### src/rtl/eight_bit_4_1_rr_collector.sv
// rtl/eight_bit_4_1_rr_collector.sv - four-channel round-robin byte collector with registered output stage
module eight_bit_4_1_rr_collector #(
    parameter int WIDTH = 8
) (
    input  logic             clk,
    input  logic             reset,
    input  logic [WIDTH-1:0] in1,
    input  logic [WIDTH-1:0] in2,
    input  logic [WIDTH-1:0] in3,
    input  logic [WIDTH-1:0] in4,
    input  logic             valid1,
    input  logic             valid2,
    input  logic             valid3,
    input  logic             valid4,
    output logic             ready1,
    output logic             ready2,
    output logic             ready3,
    output logic             ready4,
    output logic [WIDTH-1:0] out,
    output logic             s0,
    output logic             s1,
    output logic             out_valid,
    input  logic             out_ready
);

    logic [WIDTH-1:0] out_q, out_d;
    logic [1:0]       tag_q, tag_d;
    logic             out_valid_q, out_valid_d;
    logic [1:0]       last_q, last_d;

    logic [3:0]       valid_vec;
    logic [3:0]       ready_vec;
    logic [1:0]       grant_idx;
    logic             grant_any;
    logic             load_en;
    logic             xfer;
    logic [WIDTH-1:0] grant_data;

    assign valid_vec = {valid4, valid3, valid2, valid1};

    // Search starts one past the last winner and wraps; first requester wins.
    always_comb begin
        logic [1:0] cand;
        grant_any = 1'b0;
        grant_idx = last_q + 2'd1;
        cand      = 2'd0;
        for (int i = 0; i < 4; i++) begin
            cand = last_q + 2'(i + 1);
            if (!grant_any && valid_vec[cand]) begin
                grant_any = 1'b1;
                grant_idx = cand;
            end
        end
    end

    always_comb begin
        grant_data = in1;
        case (grant_idx)
            2'd0: grant_data = in1;
            2'd1: grant_data = in2;
            2'd2: grant_data = in3;
            2'd3: grant_data = in4;
            default: grant_data = in1;
        endcase
    end

    // The output register can take a byte when empty or being drained this cycle.
    assign load_en   = !out_valid_q || out_ready;
    assign xfer      = grant_any && load_en && !reset;
    assign ready_vec = xfer ? (4'b0001 << grant_idx) : 4'b0000;

    always_comb begin
        out_d       = out_q;
        tag_d       = tag_q;
        out_valid_d = out_valid_q;
        last_d      = last_q;
        if (xfer) begin
            out_d       = grant_data;
            tag_d       = grant_idx;
            out_valid_d = 1'b1;
            last_d      = grant_idx;
        end else if (out_ready) begin
            out_valid_d = 1'b0;
        end
    end

    always_ff @(posedge clk) begin
        if (reset) begin
            out_q       <= '0;
            tag_q       <= 2'd0;
            out_valid_q <= 1'b0;
            last_q      <= 2'd3;
        end else begin
            out_q       <= out_d;
            tag_q       <= tag_d;
            out_valid_q <= out_valid_d;
            last_q      <= last_d;
        end
    end

    assign ready1    = ready_vec[0];
    assign ready2    = ready_vec[1];
    assign ready3    = ready_vec[2];
    assign ready4    = ready_vec[3];
    assign out       = out_q;
    assign s1        = tag_q[1];
    assign s0        = tag_q[0];
    assign out_valid = out_valid_q;

endmodule

### config.mk
export PLATFORM = sky130hd
export DESIGN_NAME = eight_bit_4_1_rr_collector
export DESIGN_NICKNAME = d
export VERILOG_FILES = /design/src/rtl/eight_bit_4_1_rr_collector.sv
export SDC_FILE = /design/constraint.sdc
export NUM_CORES = 1
export LEC_CHECK = 0
export CELL_PAD_IN_SITES_DETAIL_PLACEMENT = 1
export CELL_PAD_IN_SITES_GLOBAL_PLACEMENT = 1
export CORE_ASPECT_RATIO = 2
export CORE_MARGIN = 2
export CORE_UTILIZATION = 23
export CTS_BUF_LIST = sky130_fd_sc_hd__clkbuf_8
export DETAILED_ROUTE_END_ITERATION = 10
export GPL_TIMING_DRIVEN = 0
export PLACE_DENSITY_LB_ADDON = 0.1
export RECOVER_POWER = 25
export SYNTH_ARGS = -nofsm -noshare
export SYNTH_HDL_FRONTEND = slang
export SYNTH_SLANG_ARGS = --single-unit
### constraint.sdc
create_clock -name clk -period 2.49 [get_ports clk]
set_input_delay 0.747 -clock clk [delete_from_list [all_inputs] [get_ports clk]]
set_output_delay 0.747 -clock clk [all_outputs]
set_load 0.02 [all_outputs]
==> flow_summary_export.csv <==
group,metric,value,unit
status,run_status,"finished, violations left",
status,violations_in_the_final_reports,"negative setup slack",
synthesis,syn_avg_cell_area,9.636,µm²
clock_tree,cts_htree_levels,1,
die,fp.dieW,46.69,µm
drt,drt_iter0_drc,4,
clock_tree,insertion_delay,0.24,ns
setup_path,worstSetupPathType,"in -> out",
die,dieArea,4173,µm²
setup_path,timing.critical_path.to,"ready2",
drt,drc_errors,0,
sta,min_period,2.595,ns
die,die_y,89.38,µm
placed_design,gp_routability_congestion,0.6657,
synthesis,synthesized_netlist_net_count,126,
setup_path,critical_path_maximum_fanout,6,
setup_path,end_kind,"output port",
die,initial_standard_cell_utilization_of_the_core,0.2349,
placed_design,placed_cells,189,
sta,setup_total_negative_slack,-0.2611,ns
clock_tree,postCtsHoldBufs,0,
synthesis,synth_async_sr_flop_share,0,
power_and_ir_drop,power.density_cell_area,538.1,nW/µm²
min_path,min-delay-path-class,"reg -> reg",
setup_path,regToRegStartpoint,"last_q[0]$_SDFFE_PP1P_",
flow_run,timing.max_cap.violations,0,
clock_tree,ctsLongestPathBuffers,2,
clock_tree,clk_root_buffer_cell,"clkbuf_8",
synthesis,synth_cell_type_count,28,
setup_path,register_to_register_path_setup_slack,0.70,ns
layout,multi_input_area,600.6,µm²
layout,number_of_fill_cells_in_the_layout,409,
clock_tree,tritoncts.num_buffers,3,
synthesis,post_synthesis_instance_total,87,
synthesis,synthFlopType,"dfxtp_1",
setup_path,worstRegToRegCells,7,
synthesis,mappedNetlistArea,838.3,µm²
sta,worst_slack,-0.1048,ns
synthesis,portion_of_the_post_synthesis_area_used_by_sequential_elements,0.3104,
synthesis,synth-edff-count,0,
grt,grt_first_pass_wirelength,4892,µm
drt,finalWirelength,2993,µm
sta,timing.max_slew.rel_slack,0.5723,
layout,design.final.nets,190,
synthesis,post-synth-top-count-cell,"mux2i_1",
grt,largest_net_degree_at_the_start_of_global_routing,11,
clock_tree,cts_tree,"done",
sta,final.setup_skew,0.0007997,ns
drt,postRouteAntennaNets,0,
layout,post_route_utilization,0.4534,
sta,timing.final.hold_violations,0,
synthesis,synth_largest_area_cell,"dfxtp_1",
sta,fmax,0.3854,GHz
grt,antenna_found_initial,0,
layout,seqCellArea,260.3,µm²
setup_path,critPathLaunch,"valid2",
layout,stdcell_count,199,
synthesis,postSynthRegisterBits,13,
setup_path,crit-reg2reg-capture,"out[7]$_SDFFE_PP0P_",
layout,post_route_cells_drive_above_1_share,0.2867,
die,row_count,31,
setup_path,timing.critical_path.arrival,1.85,ns
grt,grt_overflow,0,
grt,first_global_vias,1041,
sta,setup_violations,4,
sta,timing_worst_slew_pin_value,0.6392,ns
die,num_io_pins,54,
placed_design,port_buffers,53,
sta,max_slew_violation_total_from_the_final_report,0,
layout,areaGrowthSynthToFinish,92.98,%
setup_path,cp-start-kind,"input pin",
drt,firstDrtPassIters,3,
layout,diodes,0,
sta,layout_worst_path_cycle_share,1.042,
synthesis,synth.top_cell.area_share,0.3104,
grt,total_routing_usage_gr,0.1658,
synthesis,synthTopCellsByArea,"dfxtp_1 (31%), mux2i_1 (19%), o221ai_2 (14%)",
setup_path,cp.required,1.74,ns
synthesis,netlist_top_cells_count,"mux2i_1 (16), dfxtp_1 (13), nand2_1 (9), nor2_1 (8), o221ai_2 (8)",
clock_tree,numClockSinks,13,
drt,drt-vias-per-instance,4.693,
die,core_area,3568,µm²
placed_design,hpwlAfterDp,2307,µm
clock_tree,worst_setup_hold_path_clk_slew,0.06,ns
drt,detailroute.via_count,934,
drt,routed_wire_length_per_instance,15.04,µm
power_and_ir_drop,peakVddDrop,0.0002217,V
sta,setup_repair_after_global_routing_missed_its_margin,"true",
synthesis,yosys_warnings,0,
power_and_ir_drop,post-layout-total-power,870.6,µW
power_and_ir_drop,leak_pwr,0.0006675,µW
## metal layers
layer,wire [µm],part of all wire,track usage,vias to the layer above
met3,136,0.045,0.03434,2
met5,0,0,0,-
met4,24,0.0080,0.05303,0
li1,-,-,-,454
met1,986,0.33,0.1446,451
met2,1844,0.62,0.3409,27
## state kept, by name, indices dropped and copies added (netlist names)
name	flops
last_q	2
out	8
out_valid	1
tag_q	2
## metrics by stage
step	hold slack (ns)	area, µm²	setup slack (ns)
floorplan	0.5388	858.3	-0.01450
global placement	0.4512	1450	-1.250
detailed placement	0.4594	1450	-1.308
CTS	0.4717	1629	-0.1312
global route	0.4929	1618	-0.1584
finish	0.4622	1618	-0.1048
## cell usage in the layout (no fill, tap or decap), drive strengths merged, types with 2 or more instances in the layout
cell            n
a211oi          3
a21oi           5
buf            17
clkbuf          3
clkdlybuf4s50  42
dfxtp          13
dlygate4sd2     2
inv             5
mux2i          16
nand2          10
nand2b          2
nor2            8
o21ai           2
o21bai          2
o221ai          8
o22ai           2
## worst min path at each step
stage / startpoint / end / depth (start not counted)
2_1_floorplan: last_q[0]$_SDFFE_PP1P_ / last_q[0]$_SDFFE_PP1P_ / 2
3_3_place_gp: out[4]$_SDFFE_PP0P_ / out[4]$_SDFFE_PP0P_ / 2
3_5_place_dp: out[6]$_SDFFE_PP0P_ / out[6]$_SDFFE_PP0P_ / 2
4_1_cts: out[1]$_SDFFE_PP0P_ / out[1]$_SDFFE_PP0P_ / 2
5_1_grt: out[5]$_SDFFE_PP0P_ / out[5]$_SDFFE_PP0P_ / 2
6_report: out[5]$_SDFFE_PP0P_ / out[5]$_SDFFE_PP0P_ / 2
## logic make-up after synthesis
group,synth area share
and+or+nand+nor,0.1433
AOI/OAI and AO/OA,0.2895
muxes,0.1910
DFF,0.3104
buffers and inverters,0.05521
xor gates and xnor gates,0.01045
## power breakdown
group          internal, µW  switching, µW
Combinational           226            192
Clock                   109           82.3
Sequential              239           22.0
## area by class of cell
cell class              instances  share of cell area
multi-input cells              67              0.3712
flip-flops and latches         13              0.1609
inverters                       4            0.009281
plain buffers                   2             0.01624
well taps                      49             0.03790
repair buffers                 60              0.3766
clock inverters                 1            0.002320
clock buffers                   3             0.02552
## critical path: stages
cell and delay, ns:
buf_12 0.11, o21bai_1 0.13, a21oi_1 0.08, a221o_1 0.31
buf_4 0.18, and3_1 0.14, buf_2 0.15
## repair_timing
item                                   in CTS  in global routing
setup endpoints to repair                  12                  4
endpoints found under the hold margin       0                  0
buffers inserted                            7                  0
pin swaps                                   9                  2
resized for setup                          67                  0
No activity file was read; power rests on OpenSTA's default activity.
==> RTL edit 1: new RTL, config.mk and constraints unchanged <==
Make the reset (`reset`) asynchronous in one clocked block.
--- a/src/rtl/eight_bit_4_1_rr_collector.sv
+++ b/src/rtl/eight_bit_4_1_rr_collector.sv
@@ -84,7 +84,7 @@
         end
     end
 
-    always_ff @(posedge clk) begin
+    always_ff @(posedge clk or posedge reset) begin
         if (reset) begin
             out_q       <= '0;
             tag_q       <= 2'd0;
Behaviour: differs if reset is asserted again (counterexample within 4 cycles, from zero or initial values and one cycle with reset high); with reset held inactive, the same outputs for 10 cycles.
==> RTL edit 1 against the original RTL <==
  * The flow still finishes with violations (setup timing)
  * Combinational power increased by 83%
  * Sequential cell count unchanged
  * Count of clock-buffer cells in the layout unchanged
  * Synthesized area decreased by 0.30%
  * Worst setup slack improved by 0.051 ns
  * Cell count increased by 1.0%
  * Largest cell class unchanged
  * Final area increased by 1.6%
  * Clock power decreased by 3%
  * Synthesized cell count unchanged
  * Routed wire length increased by 4.0%
  * Total power increased by 52%
  * Worst hold slack improved by 0.045 ns
  * Non-clock buffer count increased by 4
==> RTL edit 1: results (changes against the original RTL) <==
** Detailed routing
- The number of DRC markers after the initial detailed-route iteration is 3 (was 4).
- Met2 wire length :: 1.95 mm (was 1.84 mm)
- Total number of vias :: 959 (was 934)
- The met3 routed wirelength is 79 µm (was 136 µm).
- The sum of routed wire length over all layers was 3.11 mm (was 2.99 mm).
- Detailed-route wire length on metal 1 :: 1.03 mm (was 986 µm)

** Outcome
- Failing checks :: setup timing (unchanged)
- Run status :: finished with violations (unchanged)

** Pwr
- The worst-case vdd ir drop was 0.000449 V (was 0.000222 V).
- The power consumed by the clock network was 186 µW (was 191 µW).
- Total leakage power :: 0.000721 µW (was 0.000668 µW)
- Switching Share :: 37.8% (was 34.1%)

** Timing
- Tightest hold margin :: 0.507 ns (was 0.462 ns)
- Setup violations, final :: 4 (unchanged)
- Final sum of negative setup slack :: -0.102 ns (was -0.261 ns)
- Setup clock skew after layout :: 0.00475 ns (was 0.000800 ns)
- The post-layout worst setup margin was -0.0533 ns (was -0.105 ns).
- Slew at the pin closest to its max-slew limit :: 0.519 ns (was 0.639 ns)

** Layout
- Fraction of layout cells with a size suffix above 1 :: 31.6% (was 28.7%)
- The filler cell count in the final layout is 424 (was 409).
- The post-layout net count came to 192 (was 190).

** Placed design
- GPL Wtd Cong :: 0.681 (was 0.666)
- Standard cell area after detailed placement :: 1440 µm² (was 1450 µm²)
- The post-place setup slack is -1.31 ns (about the same).
- The detailed-placement wirelength estimate was 2.34 mm (was 2.31 mm).

** Setup path
- The beginning of the worst register-to-register path was last_q[0]$_DFFE_PP1P_ (was last_q[0]$_SDFFE_PP1P_).
- Slowest Stage Delay on Critical Path :: 0.25 ns (was 0.31 ns)
- The critical path startpoint is valid1 (was valid2).
- The standard cell with the maximum stage delay on the critical path is sky130_fd_sc_hd__or2_4 (was sky130_fd_sc_hd__a221o_1).

** Global route
- GR Util met3 :: 1.82% (was 3.43%)
- The met1 routing resource usage after global routing is 17.3% (was 14.5%).
- Via count of the first global-routing pass :: 1102 (was 1041)
- The maximum number of pins on one net before global-route repair is 14 (was 11).

** Synth
- The most frequently used flop master after synthesis is sky130_fd_sc_hd__dfrtp_1 (was sky130_fd_sc_hd__dfxtp_1).
- Sequential area share after synthesis :: 39.2% (was 31.0%)
- Commonest cells post-synth: 16 x sky130_fd_sc_hd__mux2i_1, 16 x sky130_fd_sc_hd__nor2_1, 11 x sky130_fd_sc_hd__dfrtp_1 (was 16 x sky130_fd_sc_hd__mux2i_1, 13 x sky130_fd_sc_hd__dfxtp_1, 9 x sky130_fd_sc_hd__nand2_1).
- The share of async-settable or async-resettable flops after synthesis came to 100% (was 0%).

** Min path
- Worst Hold Path EP :: tag_q[0]$_DFFE_PP0P_ (was out[5]$_SDFFE_PP0P_)
- The source of the worst hold timing path is tag_q[0]$_DFFE_PP0P_ (was out[5]$_SDFFE_PP0P_).
==> RTL edit 1: changes by cell type in the layout (fill, tap and decap cells not counted), sizes merged, moves of 2 or more <==
cell    change
and2        +3
o221ai      -8
a21oi       -4
dfstp       +2
a221oi      +8
nor2        +8
buf         +4
dfrtp      +11
dfxtp      -13
nand2       -7
a211oi      -3
==> RTL edit 1: final cells by class <==
type / instances / share of cell area [%]
timing repair buffer: 64 / 37.9
multi-input combinational: 66 / 33.8
sequential: 13 / 19.9
tap: 49 / 3.73
clock buffer: 3 / 2.51
buffer: 2 / 1.22
inverter: 3 / 0.685
clock inverter: 1 / 0.228
==> RTL edit 1: logic make-up (layout without fill, tap and decap cells) <==
group | count (synthesis) | count (layout)
DFF | 13 | 13
muxes | 16 | 16
AOI/OAI and AO/OA | 19 | 19
xor gates and xnor gates | 1 | 1
buffers and inverters | 8 | 73
and+or+nand+nor | 30 | 30
==> RTL edit 2: new RTL, same settings <==
Without the edit above. The parameter `WIDTH` goes from 8 to 6.
--- a/src/rtl/eight_bit_4_1_rr_collector.sv
+++ b/src/rtl/eight_bit_4_1_rr_collector.sv
@@ -1,6 +1,6 @@
 // rtl/eight_bit_4_1_rr_collector.sv - four-channel round-robin byte collector with registered output stage
 module eight_bit_4_1_rr_collector #(
-    parameter int WIDTH = 8
+    parameter int WIDTH = 6
 ) (
     input  logic             clk,
     input  logic             reset,
Ports: changed (5 resized); port bits go from 54 to 44. No check against the original RTL was run, so the function may have changed too.
==> RTL edit 2 against the original RTL <==
  * The flow still finishes with violations (setup timing)
  * Routed wire length down 21%
  * Worst setup slack worse by 0.0049 ns
  * Count of clock-buffer cells in the layout unchanged
  * Final area down 11%
  * Sequential cell count down 2
  * Clock skew up 0.0049 ns
  * Total power down 4.5%
  * Synthesized area down 12%
  * Sequential power down 11%
  * Largest cell class is now multi-input combinational cells
==> RTL edit 2: results (changes against the original RTL) <==
** Synth
- Post-Synth XOR/XNOR Area :: 1.19% (was 1.04%)
- Commonest cells post-synth :: 11 x sky130_fd_sc_hd__dfxtp_1, 8 x sky130_fd_sc_hd__mux2_2, 7 x sky130_fd_sc_hd__nor3b_1 (was 16 x sky130_fd_sc_hd__mux2i_1, 13 x sky130_fd_sc_hd__dfxtp_1, 9 x sky130_fd_sc_hd__nand2_1)
- Share of cell area taken by muxes after synthesis :: 20.4% (was 19.1%)
- The post-synthesis sequential area ratio is 29.9% (was 31.0%).
- Largest cells by area after synthesis: sky130_fd_sc_hd__dfxtp_1 30%, sky130_fd_sc_hd__mux2_2 12%, sky130_fd_sc_hd__a221o_1 8.2% (was sky130_fd_sc_hd__dfxtp_1 31%, sky130_fd_sc_hd__mux2i_1 19%, sky130_fd_sc_hd__o221ai_2 14%).
- Count of synthesis-stage warnings from yosys :: 0 (unchanged)
- Synthesized netlist net count :: 103 (was 126)
- The adder and majority gate portion of the synthesized area was 0% (unchanged).
- Mapped Avg Cell Area :: 10.2 µm² (was 9.64 µm²)
- The synthesized-area fraction occupied by ao, oa, aoi and oai cells was 22.4% (was 29.0%).

** Timing
- The remaining max-slew budget at the tightest pin is 68.3% (was 57.2%).
- Setup clock skew after layout :: 0.00567 ns (was 0.000800 ns)
- Tightest hold margin :: 0.505 ns (was 0.462 ns)
- The post-layout worst setup margin is -0.110 ns (was -0.105 ns).
- The final count of negative-setup-slack endpoints was 4 (unchanged).

** Layout
- Fraction of layout cells with a size suffix above 1 :: 43.7% (was 28.7%)
- The post-layout net count was 158 (was 190).
- Max FFs per register :: 6 (was 8)

** Pwr
- The worst-case vdd ir drop came to 0.000347 V (was 0.000222 V).
- The static power due to leakage is 0.000577 µW (was 0.000668 µW).

** Detailed routing
- The total iterations of the first detailed-routing run is 2 (was 3).
- Initial detailed-routing violation count :: 7 (was 4)
- Routed wire length :: 2.35 mm (was 2.99 mm)
- Total number of vias :: 789 (was 934)
- The average wire length per cell after detail routing came to 15.0 µm (about the same).

** Placed design
- Detailed placer's ending HPWL :: 1.74 mm (was 2.31 mm)
- The instance area at placement was 1220 µm² (was 1450 µm²).
- GPL Wtd Cong :: 0.677 (was 0.666)
- Placed Instances :: 146 (was 189)

** Global route
- First-pass GRT wire length :: 3.98 mm (was 4.89 mm)
- Via count of the first global-routing pass :: 875 (was 1041)
- The combined global-route utilization of all metal layers was 14.7% (was 16.6%).

** Setup path
- The register-to-register setup slack was 0.35 ns (was 0.70 ns).
- Cell with the largest stage delay on the worst path :: sky130_fd_sc_hd__a221oi_4 (was sky130_fd_sc_hd__a221o_1)
- Maximum fanout count along the critical path :: 4 (was 6)
- Slowest Stage Delay on Critical Path :: 0.33 ns (was 0.31 ns)

** Clock tree
- Clock slew at reported path FFs :: 0.05 ns

** Outcome
- Run status: finished with violations (unchanged).
- Failing checks :: setup timing (unchanged)
[RTL edit 2: changes by cell type in the layout (fill, tap and decap cells not counted), sizes merged, moves of 3 or more]
cell / change
mux2i: -16
mux2: +12
nand2: -10
clkdlybuf4s50: -9
o221ai: -8
nor3b: +7
a221o: +5
nor2: -5
clkbuf: +3
[RTL edit 2: area by class of cell]
class	instances	area, µm²
timing repair buffer	52	509
sequential	11	220
tap	31	38.8
clock inverter	1	3.75
fill	362	1690
inverter	2	12.5
buffer	3	30.0
clock buffer	3	41.3
multi-input combinational	54	579
[RTL edit 2: power by group]
group / leakage (µW) / switching (µW) / internal (µW)
logic: 0.000458 / 169 / 252
clock network: 0.0000269 / 70.3 / 108
registers: 0.0000917 / 23.3 / 208
total: 0.000577 / 263 / 568
[RTL edit 2: cells by family after synthesis]
| group | count (synthesis) |
|---|---|
| flops | 11 |
| compound gates | 18 |
| xor+xnor | 1 |
| mux | 12 |
| buf+inv | 7 |
| simple gates | 23 |
[RTL edit 2: worst max-delay path, delay by kind of cell]
kind                   cells  cell delay (ns)
AO/OA/AOI/OAI              2             0.40
buffers and inverters      4             0.47
AND/OR/NAND/NOR            2             0.23
[RTL edit 2: final timing paths]
kind,start,end,depth (start not counted)
worst min register to register,tag_q[0]$_SDFFE_PP0P_,tag_q[0]$_SDFFE_PP0P_,2
worst max register to register,last_q[0]$_SDFFE_PP1P_,out[4]$_SDFFE_PP0P_,7
worst max-delay path,valid2,ready2,8
worst min-delay path,tag_q[0]$_SDFFE_PP0P_,tag_q[0]$_SDFFE_PP0P_,2
[RTL edit 2: through the flow]
stage               TNS [ns]  setup WS (ns)  utilization (%)  total power, µW
global placement       -9.16          -1.42             39.2              579
detailed placement     -9.71          -1.45             39.2              586
CTS                   -0.576         -0.156             44.6              822
floorplan             -0.145        -0.0568                -              434
finish                -0.375         -0.110             46.0              831
global route          -0.590         -0.167             46.0              881
[RTL edit 2: what timing repair did]
action / 4_1_cts / 5_1_grt
pin swaps: 7 / 3
endpoints found under the setup margin: 10 / 4
resized for setup: 71 / 10
setup buffers: 8 / 2
hold buffers: 0 / 0
[RTL edit 2: layer usage]
layer / part of all wire, % / track usage [%]
met2: 56 / 25.4
met3: 4.8 / 2.60
met4: 2.8 / 9.09
met1: 36 / 15.3
met5: 0 / 0
